**config.mk**
```make
export PLATFORM = sky130hd
export DESIGN_NAME = mips_perf_counters_flat
export DESIGN_NICKNAME = d
export VERILOG_FILES = /design/src/rtl/mips_perf_counters_if.sv /design/src/rtl/mips_perf_counters.sv /design/src/flat_wrapper.sv
export SDC_FILE = /design/constraint.sdc
export NUM_CORES = 1
export LEC_CHECK = 0
export ABC_AREA = 1
export BUFFER_PORTS_ARGS = -buffer_cell sky130_fd_sc_hd__buf_4
export CAP_MARGIN = 40
export CORE_MARGIN = 5
export CORE_UTILIZATION = 65
export DETAILED_ROUTE_END_ITERATION = 10
export GPL_TIMING_DRIVEN = 0
export PLACE_DENSITY = 0.83
export SYNTH_ARGS = -nofsm -noshare
export SYNTH_HDL_FRONTEND = slang
export SYNTH_SLANG_ARGS = --single-unit
export TNS_END_PERCENT = 30
```
**constraint.sdc**
```tcl
create_clock -name mips_cpu_clk -period 4.11 [get_ports mips_cpu_clk]
set_input_delay 0.822 -clock mips_cpu_clk [delete_from_list [all_inputs] [get_ports mips_cpu_clk]]
set_output_delay 0.822 -clock mips_cpu_clk [all_outputs]
set_load 0.1 [all_outputs]
```
**src/rtl/mips_perf_counters_if.sv**
```systemverilog
// Byte-stream readout bus of the performance-counter unit: data, valid/ready
// handshake and the snapshot status strobes.
interface mips_perf_counters_if;
  logic [7:0] mips_cpu_perf_sig;
  logic       perf_valid;
  logic       perf_ready;
  logic       snap_busy;
  logic       snap_done;

  modport master (
    output mips_cpu_perf_sig,
    output perf_valid,
    output snap_busy,
    output snap_done,
    input  perf_ready
  );

  modport slave (
    input  mips_cpu_perf_sig,
    input  perf_valid,
    input  snap_busy,
    input  snap_done,
    output perf_ready
  );
endinterface

```
**src/rtl/mips_perf_counters.sv**
```systemverilog
// Cycle counter plus NUM_CH event counters with sticky overflow; a snapshot
// freezes them into a shadow bank that is streamed out byte-wise, LSB first.
module mips_perf_counters #(
  parameter int         NUM_CH   = 4,
  parameter int         CNT_W    = 32,
  parameter int         SAT_MODE = 0,
  parameter logic [7:0] HDR      = 8'hA5
) (
  input  logic              mips_cpu_clk,
  input  logic              mips_cpu_reset,
  input  logic              cnt_en,
  input  logic [NUM_CH-1:0] event_i,
  input  logic              clear,
  input  logic              snap_req,
  mips_perf_counters_if.master perf
);

  localparam int NCNT   = NUM_CH + 1;
  localparam int BPC    = CNT_W / 8;
  localparam int CB     = NCNT * BPC;
  localparam int NBYTES = CB + 2;
  localparam int IDX_W  = $clog2(NBYTES);
  localparam logic [IDX_W-1:0] LAST_IDX = IDX_W'(NBYTES - 1);

  typedef enum logic {IDLE, STREAM} state_t;

  state_t              state_q, state_d;
  logic [IDX_W-1:0]    idx_q, idx_d;
  logic                done_q, done_d;
  logic [CNT_W-1:0]    cnt_q [NCNT];
  logic [CNT_W-1:0]    cnt_d [NCNT];
  logic [NCNT-1:0]     ovf_q, ovf_d;
  logic [CB*8-1:0]     shCnt_q, shCnt_d;
  logic [NCNT-1:0]     shOvf_q, shOvf_d;
  logic [NCNT-1:0]     due;
  logic [CB*8-1:0]     liveFlat;
  logic [7:0]          trailer;
  logic [7:0]          byteSel;

  // Channel 0 is the cycle counter, so it only needs the global enable.
  assign due = {event_i, 1'b1} & {NCNT{cnt_en}};

  always_comb begin
    for (int i = 0; i < NCNT; i++) begin
      cnt_d[i] = cnt_q[i];
      ovf_d[i] = ovf_q[i];
      if (clear) begin
        cnt_d[i] = {CNT_W{1'b0}};
        ovf_d[i] = 1'b0;
      end else if (due[i]) begin
        if (&cnt_q[i]) begin
          ovf_d[i] = 1'b1;
          cnt_d[i] = (SAT_MODE != 0) ? {CNT_W{1'b1}} : {CNT_W{1'b0}};
        end else begin
          cnt_d[i] = cnt_q[i] + CNT_W'(1);
        end
      end
    end
  end

  always_comb begin
    for (int i = 0; i < NCNT; i++) begin
      liveFlat[i*CNT_W +: CNT_W] = cnt_q[i];
    end
  end

  // Shadow bank captures the values seen this cycle, before clear/increment.
  always_comb begin
    state_d = state_q;
    idx_d   = idx_q;
    done_d  = 1'b0;
    shCnt_d = shCnt_q;
    shOvf_d = shOvf_q;
    case (state_q)
      IDLE: begin
        if (snap_req) begin
          shCnt_d = liveFlat;
          shOvf_d = ovf_q;
          idx_d   = '0;
          state_d = STREAM;
        end
      end
      STREAM: begin
        if (perf.perf_ready) begin
          if (idx_q == LAST_IDX) begin
            state_d = IDLE;
            idx_d   = '0;
            done_d  = 1'b1;
          end else begin
            idx_d = idx_q + IDX_W'(1);
          end
        end
      end
      default: state_d = IDLE;
    endcase
  end

  always_ff @(posedge mips_cpu_clk) begin
    if (!mips_cpu_reset) begin
      state_q <= IDLE;
      idx_q   <= '0;
      done_q  <= 1'b0;
      shCnt_q <= '0;
      shOvf_q <= '0;
      ovf_q   <= '0;
      for (int i = 0; i < NCNT; i++) begin
        cnt_q[i] <= '0;
      end
    end else begin
      state_q <= state_d;
      idx_q   <= idx_d;
      done_q  <= done_d;
      shCnt_q <= shCnt_d;
      shOvf_q <= shOvf_d;
      ovf_q   <= ovf_d;
      for (int i = 0; i < NCNT; i++) begin
        cnt_q[i] <= cnt_d[i];
      end
    end
  end

  assign trailer = 8'(shOvf_q);

  // Byte 0 is the header, the last byte the overflow trailer, the rest counters.
  always_comb begin
    byteSel = 8'h00;
    if (idx_q == '0) begin
      byteSel = HDR;
    end else if (idx_q == LAST_IDX) begin
      byteSel = trailer;
    end else begin
      for (int j = 0; j < CB; j++) begin
        if (idx_q == IDX_W'(j + 1)) begin
          byteSel = shCnt_q[j*8 +: 8];
        end
      end
    end
  end

  assign perf.perf_valid        = (state_q == STREAM);
  assign perf.snap_busy         = (state_q == STREAM);
  assign perf.snap_done         = done_q;
  assign perf.mips_cpu_perf_sig = (state_q == STREAM) ? byteSel : 8'h00;

endmodule

```
**src/flat_wrapper.sv**
```systemverilog
// flat-port wrapper written by rule: the top's interface ports become plain ports
module mips_perf_counters_flat 
#(
  parameter int         NUM_CH   = 4,
  parameter int         CNT_W    = 32,
  parameter int         SAT_MODE = 0,
  parameter logic [7:0] HDR      = 8'hA5
)
  (mips_cpu_clk, mips_cpu_reset, cnt_en, event_i, clear, snap_req, perf_mips_cpu_perf_sig, perf_perf_valid, perf_snap_busy, perf_snap_done, perf_perf_ready);
  mips_perf_counters_if perf_i ();
  input  logic mips_cpu_clk;
  input  logic mips_cpu_reset;
  input  logic cnt_en;
  input  logic [NUM_CH-1:0] event_i;
  input  logic clear;
  input  logic snap_req;
  output wire logic [$bits(perf_i.mips_cpu_perf_sig)-1:0] perf_mips_cpu_perf_sig;
  output wire logic [$bits(perf_i.perf_valid)-1:0] perf_perf_valid;
  output wire logic [$bits(perf_i.snap_busy)-1:0] perf_snap_busy;
  output wire logic [$bits(perf_i.snap_done)-1:0] perf_snap_done;
  input wire logic [$bits(perf_i.perf_ready)-1:0] perf_perf_ready;
  assign perf_mips_cpu_perf_sig = perf_i.mips_cpu_perf_sig;
  assign perf_perf_valid = perf_i.perf_valid;
  assign perf_snap_busy = perf_i.snap_busy;
  assign perf_snap_done = perf_i.snap_done;
  assign perf_i.perf_ready = perf_perf_ready;
  mips_perf_counters #(.NUM_CH(NUM_CH), .CNT_W(CNT_W), .SAT_MODE(SAT_MODE), .HDR(HDR)) u_core (.mips_cpu_clk(mips_cpu_clk), .mips_cpu_reset(mips_cpu_reset), .cnt_en(cnt_en), .event_i(event_i), .clear(clear), .snap_req(snap_req), .perf(perf_i));
endmodule
```
==> summary.txt, run 1 <==
Synth
  – Gate Count Post-Synth: 2301
  – Syn_nets: 2321
  – Commonest register cell after synthesis: dfxtp_1
  – Most frequent cell after synthesis: nand2_1
  – Synth area leaders: dfxtp_1 42%, nand2_1 9.1%, nor2_1 7.3%, inv_1 6.8%, o21ai_0 6.8%
  – Post-synth EDFFs: 0
  – Yosys warning total: 0
  – Synthesized flop and latch total: 337
  – Cell taking the most area after synthesis: dfxtp_1
  – Register area share after synthesis: 42.3%
  – Post-synth top cells: 388 x nand2_1, 337 x dfxtp_1, 311 x nor2_1, 290 x inv_1, 217 x o21ai_0
  – Cell Area, Synth: 16000 sq um
  – Top cell type's share of synthesized area: 42.3%
  – Post-synth ARST share: 0%
  – Mean Syn Cell Area: 6.94 sq um
  – Count of cell types in the netlist: 50

Floorplan
  – Starting Density: 65.8%
  – Die Ht: 167 um
  – Row cnt: 57
  – Die W: 167 um
  – Boundary pin count: 21

GRT
  – Largest net degree at the start of global routing: 14
  – GRT Residual Overflow: 0
  – First-pass GRT wire length: 75.1 mm
  – Antenna violations before repair: 0
  – Vias in the first global route: 15100
  – Overall Global Routing Usage: 32.3%

Placed design
  – Buffers on Ports: 19
  – Post-Place Cells: 2651
  – Final GP Congestion: 0.941
  – Post-DP HPWL: 33.6 mm
  – Placed cell areas: 16600 sq um

Clock network
  – Clk sinks: 337
  – Cts hold-fix bufs: 0
  – Max Root-Sink Buffers: 3
  – Clock Tree Root: clkbuf_16
  – Htree depth: 2
  – Num CTS Buffers: 37

Outcome
  – Stop Error: Error: _1558_ 5 pin not visited #guides = 44
  – Fail Step: detailed routing
  – Status: did not finish

STA
  – Last worst endpoint in the global-route repair_timing: perf_mips_cpu_perf_sig[2]
  – Worst endpoint type: output port
## logic make-up after synthesis
group                    after synthesis  synth area share (%)
adder cells (fa/ha/maj)               10                 0.784
AND/OR/NAND/NOR                     1082                  31.0
flip-flops                           337                  42.3
buffers and inverters                394                  9.43
XOR/XNOR                              28                  1.54
AO/OA/AOI/OAI                        450                  15.0
## repair_timing
item                                    4_1_cts  5_1_grt
buffers inserted                              8        2
resized for setup                            80       28
endpoints found under the setup margin        8        8
pin swaps                                     8       29
## metal layers
metal and track usage, %:
met2 53.6, met4 14.1, met1 42.4, met5 0, met3 4.27
## through the flow
stage	setup WS, ns	util [%]	hold WS, ns
after CTS	-0.126	75.2	0.493
after detailed placement	-0.137	68.5	0.481
after global routing	-0.416	75.7	0.500
after floorplan	-0.306	-	0.430
after global placement	-0.129	68.1	0.471
==> inputs of run 2 (changes only) <==
CORE_UTILIZATION = 40   (was 65)
PLACE_DENSITY = unset   (was 0.83)
PLACE_DENSITY_LB_ADDON = 0.15   (was unset)
==> run 2 against run 1 <==
Net effect: the flow now finishes, with violations (setup timing); synthesized area did not move; synthesized cell count unchanged; global-route usage fell by 11 points.
==> summary.txt, run 2 <==
Cells and area
  – Commonest non-fill, non-tap cell in the layout: nand2_1
  – Synth-to-Final Area Change: 18.0%
  – Nets: 2406
  – Ant. Diodes: 0
  – Multi-input logic area: 8100 sq um
  – Register area: 6760 sq um
  – Top Registers: u_core.cnt_q: 160 flops, u_core.shCnt_q: 160 flops
  – Final core utilization: 47.5%
  – Non-filler cells in the finished layout: 2941
  – Fillers: 4102
  – Most frequent cells in the layout: 373 x nand2_1, 332 x dfxtp_1, 304 x nor2_1
  – Share of cells above drive strength 1: 12.5%

Detailed routing
  – Residual DRC count: 0
  – Initial DRC Count: 1038
  – Final wirelength: 48.5 mm
  – Router iterations before antenna repair: 6
  – Vias: 15300
  – Post-route ant nets: 0
  – Via-per-instance ratio: 5.19
  – WL per Instance: 16.5 um

Synth
  – Mean Syn Cell Area: 6.94 sq um (unchanged)
  – Largest family of logic cells by synthesized area: simple AND/OR/NAND/NOR gates
  – Most frequent cell after synthesis: nand2_1
  – Post-synth ARST share: 0% (unchanged)
  – Synth area leaders: dfxtp_1 42%, nand2_1 9.1%, nor2_1 7.3%, inv_1 6.8%, o21ai_0 6.8%
  – Top cell type's share of synthesized area: 42.3% (unchanged)
  – Count of cell types in the netlist: 50 (unchanged)
  – Gate Count Post-Synth: 2301 (unchanged)
  – Multiplexer share of the synthesized area: 0% (unchanged)
  – Post-synth top cells: 388 x nand2_1, 337 x dfxtp_1, 311 x nor2_1, 290 x inv_1, 217 x o21ai_0
  – Compound-gate portion of the synthesized area: 15.0% (unchanged)
  – Synthesized flop and latch total: 337 (unchanged)
  – Yosys warning total: 0 (unchanged)
  – Cell taking the most area after synthesis: dfxtp_1
  – Synth Area in Adders: 0.784% (unchanged)
  – Post-synth EDFFs: 0 (unchanged)
  – Syn_nets: 2321 (unchanged)
  – Post-Synth XOR/XNOR Area: 1.54% (unchanged)
  – Register area share after synthesis: 42.3% (unchanged)
  – Cell Area, Synth: 16000 sq um (unchanged)
  – Post-synthesis simple-gate area fraction: 31.0% (unchanged)
  – Commonest register cell after synthesis: dfxtp_1

Floorplan
  – Die W: 210 um (+26%)
  – Starting Density: 40.3% (-26 points)
  – Die ar.: 44000 sq um
  – Area of the core: 39600 sq um
  – Row cnt: 73 (+28%)
  – Die Ht: 210 um (+26%)
  – Boundary pin count: 21 (unchanged)

Pwr
  – Power density cells: 395 nW/um^2
  – Reg power frac: 46.3%
  – Max rail drop VDD: 0.236 mV
  – Clk network pwr share: 47.3%
  – Leak Pwr: 7.01 nW
  – Sw frac: 24.6%
  – Pint: 5.61 mW
  – Comb pwr share: 6.4%
  – Net switching power: 1.83 mW

STA
  – Tightest Pin Transition: 0.901 ns
  – Final Hold Viols: 0
  – RSZ-0062 raised after global routing: true
  – Final worst setup slack: -0.208 ns
  – Max_slew headroom: 39.4%
  – Crit path time final: 4.32 ns
  – Max Slew Vio Count: 0
  – Endpoints failing setup: 8
  – Max Freq: 0.232 GHz
  – Clock Skews: 0.0158 ns
  – Fin crit share: 105%

Clock network
  – Clk sinks: 337 (unchanged)
  – Max Root-Sink Buffers: 3 (unchanged)
  – Clock Pin Slew Worst Setup and Hold Paths: 0.06 ns
  – Num CTS Buffers: 40 (+8.1%)
  – Clock Tree Root: clkbuf_16
  – Worst-Skew Late Latency: 0.56 ns
  – CTS tree: built
  – Cts hold-fix bufs: 0 (unchanged)
  – Htree depth: 2 (unchanged)

Placed design
  – Final GP Congestion: 0.896 (-4.8%)
  – Post-DP HPWL: 36.5 mm (+8.8%)
  – Post-Place Cells: 2855 (+7.7%)
  – Buffers on Ports: 19 (unchanged)

Run
  – Total of max-cap violations: 0

Setup path
  – Worst Setup Path Type: reg2out
  – Crit Path Max Fanout: 10
  – WP data arrival: 3.50 ns
  – Critical Path Start Type: register
  – Worst path required time: 3.29 ns
  – Crit path capture type: primary output
  – R2R depth: 12

Outcome
  – Failing checks: setup timing
  – Status: finished, violations left

GRT
  – Largest net degree at the start of global routing: 13 (-1)
  – Overall Global Routing Usage: 21.5% (-11 points)
  – First-pass GRT wire length: 76.8 mm (+2.3%)
  – GRT Residual Overflow: 0 (unchanged)
  – Antenna violations before repair: 0 (unchanged)
  – Vias in the first global route: 14200 (-5.9%)

Worst hold path
  – Hold Crit Depth: 2
  – Min-delay worst type: reg2reg
[run 2: cell counts after synthesis]
No cell type changed its count.
[run 2: final cells by class]
type / instances / share of cell area, %
Sequential cell: 337 / 35.9
Multi-Input combinational cell: 1570 / 43.0
Inverter: 312 / 6.26
Tap cell: 525 / 3.49
Buffer: 82 / 1.83
Clock inverter: 15 / 0.598
Timing Repair Buffer: 43 / 2.58
Clock buffer: 57 / 6.35
[run 2: worst paths after layout]
| path | startpoint | endpoint | slack (ns) |
|---|---|---|---|
| setup / recovery | u_core.idx_q[0] | perf_mips_cpu_perf_sig[4] | -0.21 |
| hold / removal | u_core.ovf_q[4] | u_core.shOvf_q[4] | 0.47 |
| setup reg to reg | u_core.cnt_q[0][129] | u_core.cnt_q[0][145] | 0.88 |
| hold reg to reg | u_core.ovf_q[4] | u_core.shOvf_q[4] | 0.47 |
[run 2: power groups by stage]
stage / Sequential, mW / Combinational [mW] / Clock (mW)
CTS: 3.44 / 0.467 / 3.60
finish: 3.44 / 0.475 / 3.52
global route: 3.45 / 0.523 / 3.74
floorplan: 3.49 / 0.277 / 0
detailed placement: 3.51 / 0.434 / 0
global placement: 3.51 / 0.417 / 0
[run 2: per-stage QoR]
stage | setup slack, ns | area, sq um | hold slack, ns | power [mW] | TNS [ns]
final | -0.208 | 18800 | 0.467 | 7.44 | -1.37
after global placement | -0.198 | 16800 | 0.451 | 3.93 | -1.11
after detailed placement | -0.228 | 16900 | 0.462 | 3.94 | -0.823
after floorplan | -0.306 | 16000 | 0.430 | 3.77 | -1.66
after CTS | -0.196 | 18700 | 0.470 | 7.51 | -1.40
after global routing | -0.406 | 18800 | 0.494 | 7.72 | -3.08
[run 2: timing repair]
item                                    4_1_cts  5_1_grt
setup buffers                                12        2
pin swaps                                    29       38
endpoints found under the setup margin        8        8
resized for setup                           102       27
endpoints found under the hold margin         0        0
[run 2: worst max-delay path, stage by stage (launching register included)]
cell and delay [ns]:
dfxtp_4 0.40, ha_4 0.18, nand3_2 0.17, clkbuf_4 0.25, nand3_1 0.11, o21ai_1 0.09
nand3_1 0.08, nand3_1 0.09, nand2_1 0.07, nand2_1 0.06, nand4_1 0.09, nand3_1 0.08
nand3_1 0.09, nand2_1 0.07, nand3_1 0.09, nand3_2 0.09, nand3_1 0.09, nand3_1 0.10
nand2_1 0.10, nand2_1 0.08, nand2_1 0.06, nand2_1 0.06, a21oi_2 0.21, buf_12 0.20
[run 2: metal layers]
layer / track usage (%) / share of wire, % / vias up
met3: 3.29 / 5.3 / 84
li1: - / - / 7695
met2: 33.4 / 44 / 375
met4: 6.82 / 2.7 / 0
met5: 0 / 0 / -
met1: 30.8 / 48 / 7100
[run 2: cell families after synthesis]
| group | count (synthesis) |
|---|---|
| AND/OR/NAND/NOR | 1082 |
| XOR/XNOR | 28 |
| buffers and inverters | 394 |
| AO/OA/AOI/OAI | 450 |
| adder cells (fa/ha/maj) | 10 |
| flip-flops | 337 |
Power figures use the tool's default switching activity.
==> inputs of run 3 (changes only) <==
BUFFER_PORTS_ARGS = -buffer_cell sky130_fd_sc_hd__clkbuf_2   (was -buffer_cell sky130_fd_sc_hd__buf_4)
==> run 3 against run 2 <==
Net effect: the run still ends with setup timing left; wire length is 0.46% higher; register-to-register slack improved by 0.12 ns; via count decreased by 0.52%; first-iteration DRC count is 8.1% higher; final cell count is 0.10% lower; global-route usage rose by 0.15 points; worst setup slack worse by 0.077 ns; clock power grew 12%; flip-flop and latch count is the same; clock skew decreased by 0.0023 ns.
==> summary.txt, run 3 (same netlist as run 2, synthesis figures left out) <==
Outcome
  – Status: finished, violations left
  – Failing checks: setup timing

STA
  – Fin crit share: 107% (+1.9 points)
  – Endpoints failing setup: 8 (unchanged)
  – Clock Skews: 0.0136 ns (-0.00226 ns)
  – Tightest Pin Transition: 0.889 ns (-0.0118 ns)
  – Crit path time final: 4.39 ns (+0.0769 ns)
  – Max Slew Vio Count: 0 (unchanged)
  – Final worst setup slack: -0.285 ns (-0.0769 ns)
  – Max Freq: 0.228 GHz (-1.8%)
  – TNS Setup: -1.73 ns (-0.358 ns)
  – Max_slew headroom: 40.2% (+0.80 points)
  – Final Hold Viols: 0 (unchanged)
  – RSZ-0062 raised after global routing: true

Cells and area
  – Most frequent cells in the layout: 375 x nand2_1, 332 x dfxtp_1, 304 x nor2_1
  – Share of cells above drive strength 1: 12.3% (-0.19 points)
  – Commonest non-fill, non-tap cell in the layout: nand2_1
  – Final instance area: 19000 sq um (+0.65%)
  – Ant. Diodes: 0 (unchanged)
  – Fillers: 4050 (-1.3%)
  – Synth-to-Final Area Change: 18.7%
  – Nets: 2405 (-0.042%)
  – Non-filler cells in the finished layout: 2938 (-0.10%)
  – Top Registers: u_core.cnt_q: 160 flops, u_core.shCnt_q: 160 flops

Clock network
  – Clock Pin Slew Worst Setup and Hold Paths: 0.05 ns (about the same)
  – CTS tree: built
  – Htree depth: 2 (unchanged)
  – Num CTS Buffers: 40 (unchanged)
  – Clk sinks: 337 (unchanged)
  – Clock Tree Root: clkbuf_16
  – Max Root-Sink Buffers: 3 (unchanged)
  – Cts hold-fix bufs: 0 (unchanged)
  – Worst-Skew Late Latency: 0.56 ns (about the same)

Setup path
  – Reg-to-Reg End: u_core.cnt_q[0][157]
  – R2r startpoint: u_core.cnt_q[0][129]
  – CP Launch Point: u_core.idx_q[1]
  – R2R depth: 12 (unchanged)
  – Worst Setup Path Type: reg2out
  – Crit Path Max Fanout: 8 (-2)
  – Worst path required time: 3.29 ns (about the same)
  – R2r setup slk: 1.00 ns (+0.12 ns)
  – WP data arrival: 3.57 ns (+0.07 ns)
  – Critical Path Start Type: register
  – End of the critical path: perf_mips_cpu_perf_sig[4]
  – Crit path capture type: primary output

GRT
  – Largest net degree at the start of global routing: 14 (+1)
  – GRT Residual Overflow: 0 (unchanged)
  – First-pass GRT wire length: 77.6 mm (+0.99%)
  – Vias in the first global route: 14300 (+0.97%)
  – Antenna violations before repair: 0 (unchanged)
  – Overall Global Routing Usage: 21.7% (+0.15 points)

Run
  – Total of max-cap violations: 0 (unchanged)

Pwr
  – Leak Pwr: 7.07 nW (+0.82%)
  – Power density cells: 415 nW/um^2 (+5.2%)
  – Max rail drop VDD: 0.280 mV (+19%)
  – Total power: 7.87 mW (+5.8%)

Detailed routing
  – WL per Instance: 16.6 um (+0.56%)
  – Via-per-instance ratio: 5.17 (-0.42%)
  – Met2 wire length: 21.5 mm (+1.6%)
  – Initial DRC Count: 1122 (+8.1%)
  – DR top layer: met4
  – Residual DRC count: 0 (unchanged)
  – Routed wl met3: 2.40 mm (-6.6%)
  – Post-route ant nets: 0 (unchanged)
  – Final wirelength: 48.7 mm (+0.46%)
  – Router iterations before antenna repair: 5 (-1)
  – Vias: 15200 (-0.52%)
  – Wl on met1: 23.7 mm (+1.1%)

Floorplan
  – Area of the core: 39600 sq um (unchanged)
  – Die ar.: 44000 sq um (unchanged)
  – Die Ht: 210 um (unchanged)
  – Boundary pin count: 21 (unchanged)
  – Die W: 210 um (unchanged)
  – Row cnt: 73 (unchanged)
  – Starting Density: 40.3% (unchanged)

Worst hold path
  – Min-delay worst type: reg2reg

Placed design
  – Final GP Congestion: 0.910 (+1.6%)
  – Post-Place Cells: 2855 (unchanged)
  – Placed cell areas: 16800 sq um (-0.28%)
  – Post-DP HPWL: 36.5 mm (-0.21%)
  – Buffers on Ports: 19 (unchanged)
[run 3: cell count changes in the layout (fill, tap and decap cells not counted), moves of 3 or more]
| cell | before | now |
|---|---|---|
| bufinv_16 | 1 | 8 |
| buf_4 | 25 | 14 |
| clkbuf_2 | 1 | 11 |
| clkinv_2 | 9 | 3 |
| nand3_2 | 34 | 37 |
| clkinvlp_4 | 5 | 1 |
[run 3: report_power, final]
part           total [mW]  switching (mW)  internal, mW
Clock                3.96            1.44          2.52
Combinational       0.466           0.328         0.138
Sequential           3.44          0.0651          3.38
Total                7.87            1.84          6.04
[run 3: routing by layer]
layer  global-route usage, %  vias to the layer above
met3                    3.72                       71
met1                    30.9                     7048
met2                    33.9                      348
met4                    5.99                        0
met5                       0                        -
li1                        -                     7708
[run 3: layout make-up]
type	instances	area [sq um]	area share, %
plain buffers	82	343	1.81
clock buffers	56	1190	6.29
clock inverters	14	280	1.48
inverters	312	1180	6.22
multi-input cells	1570	8100	42.7
flip-flops and latches	337	6760	35.7
well taps	525	657	3.47
repair buffers	42	449	2.37
[run 3: metrics by stage]
stage	utilization, %	hold WS [ns]	setup WS [ns]
6_report	47.8	0.464	-0.285
5_1_grt	47.8	0.485	-0.460
4_1_cts	47.3	0.464	-0.237
3_5_place_dp	42.5	0.451	-0.370
3_3_place_gp	42.2	0.451	-0.358
2_1_floorplan	-	0.430	-0.306
[run 3: what timing repair did]
action,in CTS,in global routing
resized for setup,85,48
pin swaps,14,37
setup endpoints to repair,8,8
setup buffers,11,2
[run 3: how the worst min path moves through the flow]
| stage | startpoint | to | slack (ns) | depth (start not counted) |
|---|---|---|---|---|
| floorplan | u_core.ovf_q[1] | u_core.shOvf_q[1] | 0.43 | 2 |
| global placement | u_core.ovf_q[1] | u_core.shOvf_q[1] | 0.45 | 2 |
| detailed placement | u_core.ovf_q[1] | u_core.shOvf_q[1] | 0.45 | 2 |
| CTS | u_core.ovf_q[1] | u_core.shOvf_q[1] | 0.46 | 2 |
| global route | u_core.ovf_q[1] | u_core.shOvf_q[1] | 0.49 | 2 |
| finish | u_core.ovf_q[1] | u_core.shOvf_q[1] | 0.46 | 2 |
[run 3: critical path, cell delays in order, from the launching register on]
cell and delay (ns):
dfxtp_4 0.37, inv_4 0.07, ha_4 0.15, nand2_4 0.07, nor2_4 0.27, nand3_2 0.11
nand3_1 0.09, o21ai_1 0.08, nand3_1 0.08, nand3_1 0.10, nand2_1 0.08, nand2_1 0.07
nand4_1 0.12, nand3_2 0.09, nand3_2 0.07, nand2_1 0.07, nand3_1 0.09, nand3_2 0.09
nand3_1 0.09, nand3_1 0.09, nand2_1 0.10, nand2_1 0.07, nand2_1 0.07, nand2_1 0.06
a21oi_2 0.22, buf_8 0.23
==> inputs of run 4 (changes only) <==
ABC_AREA = 0   (was 1)
==> run 4 against run 3 <==
Net effect: wire length is 1.3% higher; total power is 8.1% lower; combinational power is 25% lower; worst setup slack better by 0.29 ns; utilization is 0.29 points lower; register-to-register slack better by 0.52 ns; clock power is 9.1% lower; clock-buffer cell count is 3 higher; sequential power is 5% lower; the run now ends clean; synthesized cell count is 13% lower; sequential share of layout area is 0.86 points higher; design area is 2.4% lower.
==> summary.txt, run 4 <==
Clock network
  – Clk sinks: 337 (unchanged)
  – Clock Tree Root: clkbuf_16
  – Cts hold-fix bufs: 0 (unchanged)
  – Max Root-Sink Buffers: 3 (unchanged)
  – Htree depth: 2 (unchanged)
  – Num CTS Buffers: 39 (-2.5%)
  – Worst-Skew Late Latency: 0.55 ns (about the same)
  – Clock Pin Slew Worst Setup and Hold Paths: 0.06 ns (about the same)
  – CTS tree: built

Run
  – Total of max-cap violations: 0 (unchanged)

Detailed routing
  – Post-route ant nets: 0 (unchanged)
  – Initial DRC Count: 1088 (-3.0%)
  – Router iterations before antenna repair: 5 (unchanged)
  – Vias: 14000 (-8.0%)
  – Residual DRC count: 0 (unchanged)
  – WL per Instance: 18.9 um (+14%)
  – Via-per-instance ratio: 5.35 (+3.6%)
  – Final wirelength: 49.3 mm (+1.3%)

Synth
  – Yosys warning total: 0 (unchanged)
  – Syn_nets: 2012 (-13%)
  – Most frequent cell after synthesis: nand2_1
  – Gate Count Post-Synth: 1992 (-13%)
  – Count of cell types in the netlist: 80 (+60%)
  – Top cell type's share of synthesized area: 42.6% (+0.36 points)
  – Synthesized flop and latch total: 337 (unchanged)
  – Post-synth EDFFs: 0 (unchanged)
  – Mean Syn Cell Area: 7.95 sq um (+15%)
  – Register area share after synthesis: 42.6% (+0.36 points)
  – Cell taking the most area after synthesis: dfxtp_1
  – Synth area leaders: dfxtp_1 43%, nand2_1 11%, a21boi_0 7.9%, xor2_1 5.8%, nor2_1 5.3%
  – Post-synth top cells: 456 x nand2_1, 337 x dfxtp_1, 222 x nor2_1, 167 x a21boi_0, 104 x xor2_1
  – Post-synth ARST share: 0% (unchanged)
  – Commonest register cell after synthesis: dfxtp_1
  – Cell Area, Synth: 15800 sq um (-0.84%)

STA
  – Crit path time final: 4.10 ns (-0.290 ns)
  – Fin crit share: 99.9% (-7.1 points)
  – Max Slew Vio Count: 0 (unchanged)
  – Final Hold Viols: 0 (unchanged)
  – Endpoints failing setup: 0 (-8)
  – Max Freq: 0.244 GHz (+7.1%)
  – Clock Skews: 0.0139 ns (+0.000329 ns)
  – Final hold slack: 0.464 ns (+0.000223 ns)
  – TNS Setup: 0 ns (+1.73 ns)
  – RSZ-0062 raised after global routing: true
  – Final worst setup slack: 0.00532 ns (+0.290 ns)
  – Max_slew headroom: 42.6% (+2.4 points)
  – Tightest Pin Transition: 0.855 ns (-0.0338 ns)

Cells and area
  – Ant. Diodes: 0 (unchanged)
  – Nets: 2082 (-13%)
  – Most frequent cells in the layout: 456 x nand2_1, 334 x dfxtp_1, 219 x nor2_1
  – Top Registers: u_core.cnt_q: 160 flops, u_core.shCnt_q: 160 flops
  – Synth-to-Final Area Change: 16.8%
  – Share of cells above drive strength 1: 9.90% (-2.4 points)
  – Commonest non-fill, non-tap cell in the layout: nand2_1

Floorplan
  – Boundary pin count: 21 (unchanged)
  – Die W: 209 um (-0.40%)
  – Die ar.: 43700 sq um (-0.80%)
  – Area of the core: 38900 sq um (-1.8%)
  – Row cnt: 72 (-1.4%)
  – Die Ht: 209 um (-0.40%)
  – Starting Density: 40.7% (+0.40 points)

GRT
  – Largest net degree at the start of global routing: 14 (unchanged)
  – Antenna violations before repair: 0 (unchanged)
  – Overall Global Routing Usage: 22.0% (+0.31 points)
  – Vias in the first global route: 13200 (-7.7%)
  – GRT Residual Overflow: 0 (unchanged)
  – First-pass GRT wire length: 76.7 mm (-1.2%)

Setup path
  – Slowest-stage cell, CP: dfxtp_4
  – Worst path required time: 3.29 ns (about the same)
  – Top cell by count, worst path: a21oi_1
  – Max incr delay on CP: 0.36 ns (about the same)
  – WP data arrival: 3.28 ns (-0.29 ns)
  – Crit path capture type: primary output
  – Critical Path Start Type: register
  – Worst Setup Path Type: reg2out
  – Crit Path Max Fanout: 10 (+2)
  – Worst path cell trace: inv_1 > ha_1 > clkbuf_4 > buf_2 > nand2_1 > a21oi_1 > nor3_1 > o21ai_0 > a21oi_1 > o21ai_2 > clkbuf_8

Pwr
  – Max rail drop VDD: 0.352 mV (+26%)
  – Leak Pwr: 5.92 nW (-16%)
  – Total power: 7.23 mW (-8.1%)
  – Power density cells: 391 nW/um^2 (-5.9%)

Outcome
  – Status: finished, final reports clean

Placed design
  – Pre-CTS worst setup slack: -0.735 ns (-0.364 ns)
  – Buffers on Ports: 20 (+1)
  – Post-DP HPWL: 36.6 mm (+0.48%)
  – Final GP Congestion: 0.978 (+7.5%)

Worst hold path
  – Min-delay worst type: reg2reg
-- run 4: cell count changes in the layout (fill, tap and decap cells not counted), moves of 81 or more --
cell,delta
nand2_1,+81
xor2_1,+82
a21boi_0,+167
nor2_1,-85
a21oi_1,-98
o21ai_0,-173
inv_1,-258
-- run 4: final timing paths --
check | startpoint | end | slack, ns | cells past startpoint
worst max-delay path | u_core.idx_q[0] | perf_mips_cpu_perf_sig[3] | 0.005 | 11
worst min-delay path | u_core.shCnt_q[19] | u_core.shCnt_q[19] | 0.46 | 2
worst max register to register | u_core.cnt_q[0][96] | u_core.cnt_q[0][101] | 1.52 | 7
worst min register to register | u_core.shCnt_q[19] | u_core.shCnt_q[19] | 0.46 | 2
-- run 4: where the power goes --
| group | total [mW] | switching, mW | internal (mW) |
|---|---|---|---|
| clock network | 3.60 | 1.38 | 2.22 |
| registers | 3.28 | 0.00690 | 3.27 |
| logic | 0.350 | 0.259 | 0.0910 |
| total | 7.23 | 1.65 | 5.58 |
-- run 4: per-stage QoR --
step / std cells / instance area (sq um) / utilization, %
after global placement: 2530 / 16600 / 42.7
after CTS: 2608 / 18400 / 47.3
after detailed placement: 2537 / 16700 / 42.9
final: 2608 / 18500 / 47.5
after global routing: 2608 / 18500 / 47.5
after floorplan: 1992 / 15900 / -
-- run 4: final cells by class --
type,count,area (sq um)
clock buffer,59,1210
clock inverter,10,135
multi-input combinational,1510,8740
timing repair buffer,29,283
fill,3885,20400
buffer,117,618
tap,518,648
inverter,28,105
sequential,337,6750
-- run 4: per-layer routing --
metal / share of wire [%] / track usage, % / vias to the layer above / wire, um
met5: 0 / 0 / - / 0
met4: 3.0 / 7.45 / 0 / 1470
met3: 6.0 / 3.24 / 91 / 2950
met2: 43 / 33.9 / 382 / 21400
met1: 48 / 31.6 / 6561 / 23500
li1: - / - / 6926 / -
-- run 4: worst max-delay path, delay by kind of cell (launching register included) --
family                   cells  cell delay (ns)
adder cells (fa/ha/maj)      1             0.31
flip-flops                   1             0.36
buffers and inverters        4             0.93
AND/OR/NAND/NOR              2             0.22
AO/OA/AOI/OAI                4             0.90
-- run 4: logic make-up after synthesis --
logic type      Yosys count  synth area share [%]
mux                       2                 0.126
fa+ha+maj                10                 0.790
flops                   337                  42.6
compound gates          372                  16.0
simple gates            981                  28.7
xor+xnor                145                  8.02
buf+inv                 145                  3.71
-- run 4: timing repair --
item | in CTS | in global routing
pin swaps | 10 | 5
gates resized for setup | 106 | 25
setup buffers | 2 | 0
endpoints found under the setup margin | 8 | 8
gates cloned | 0 | 0
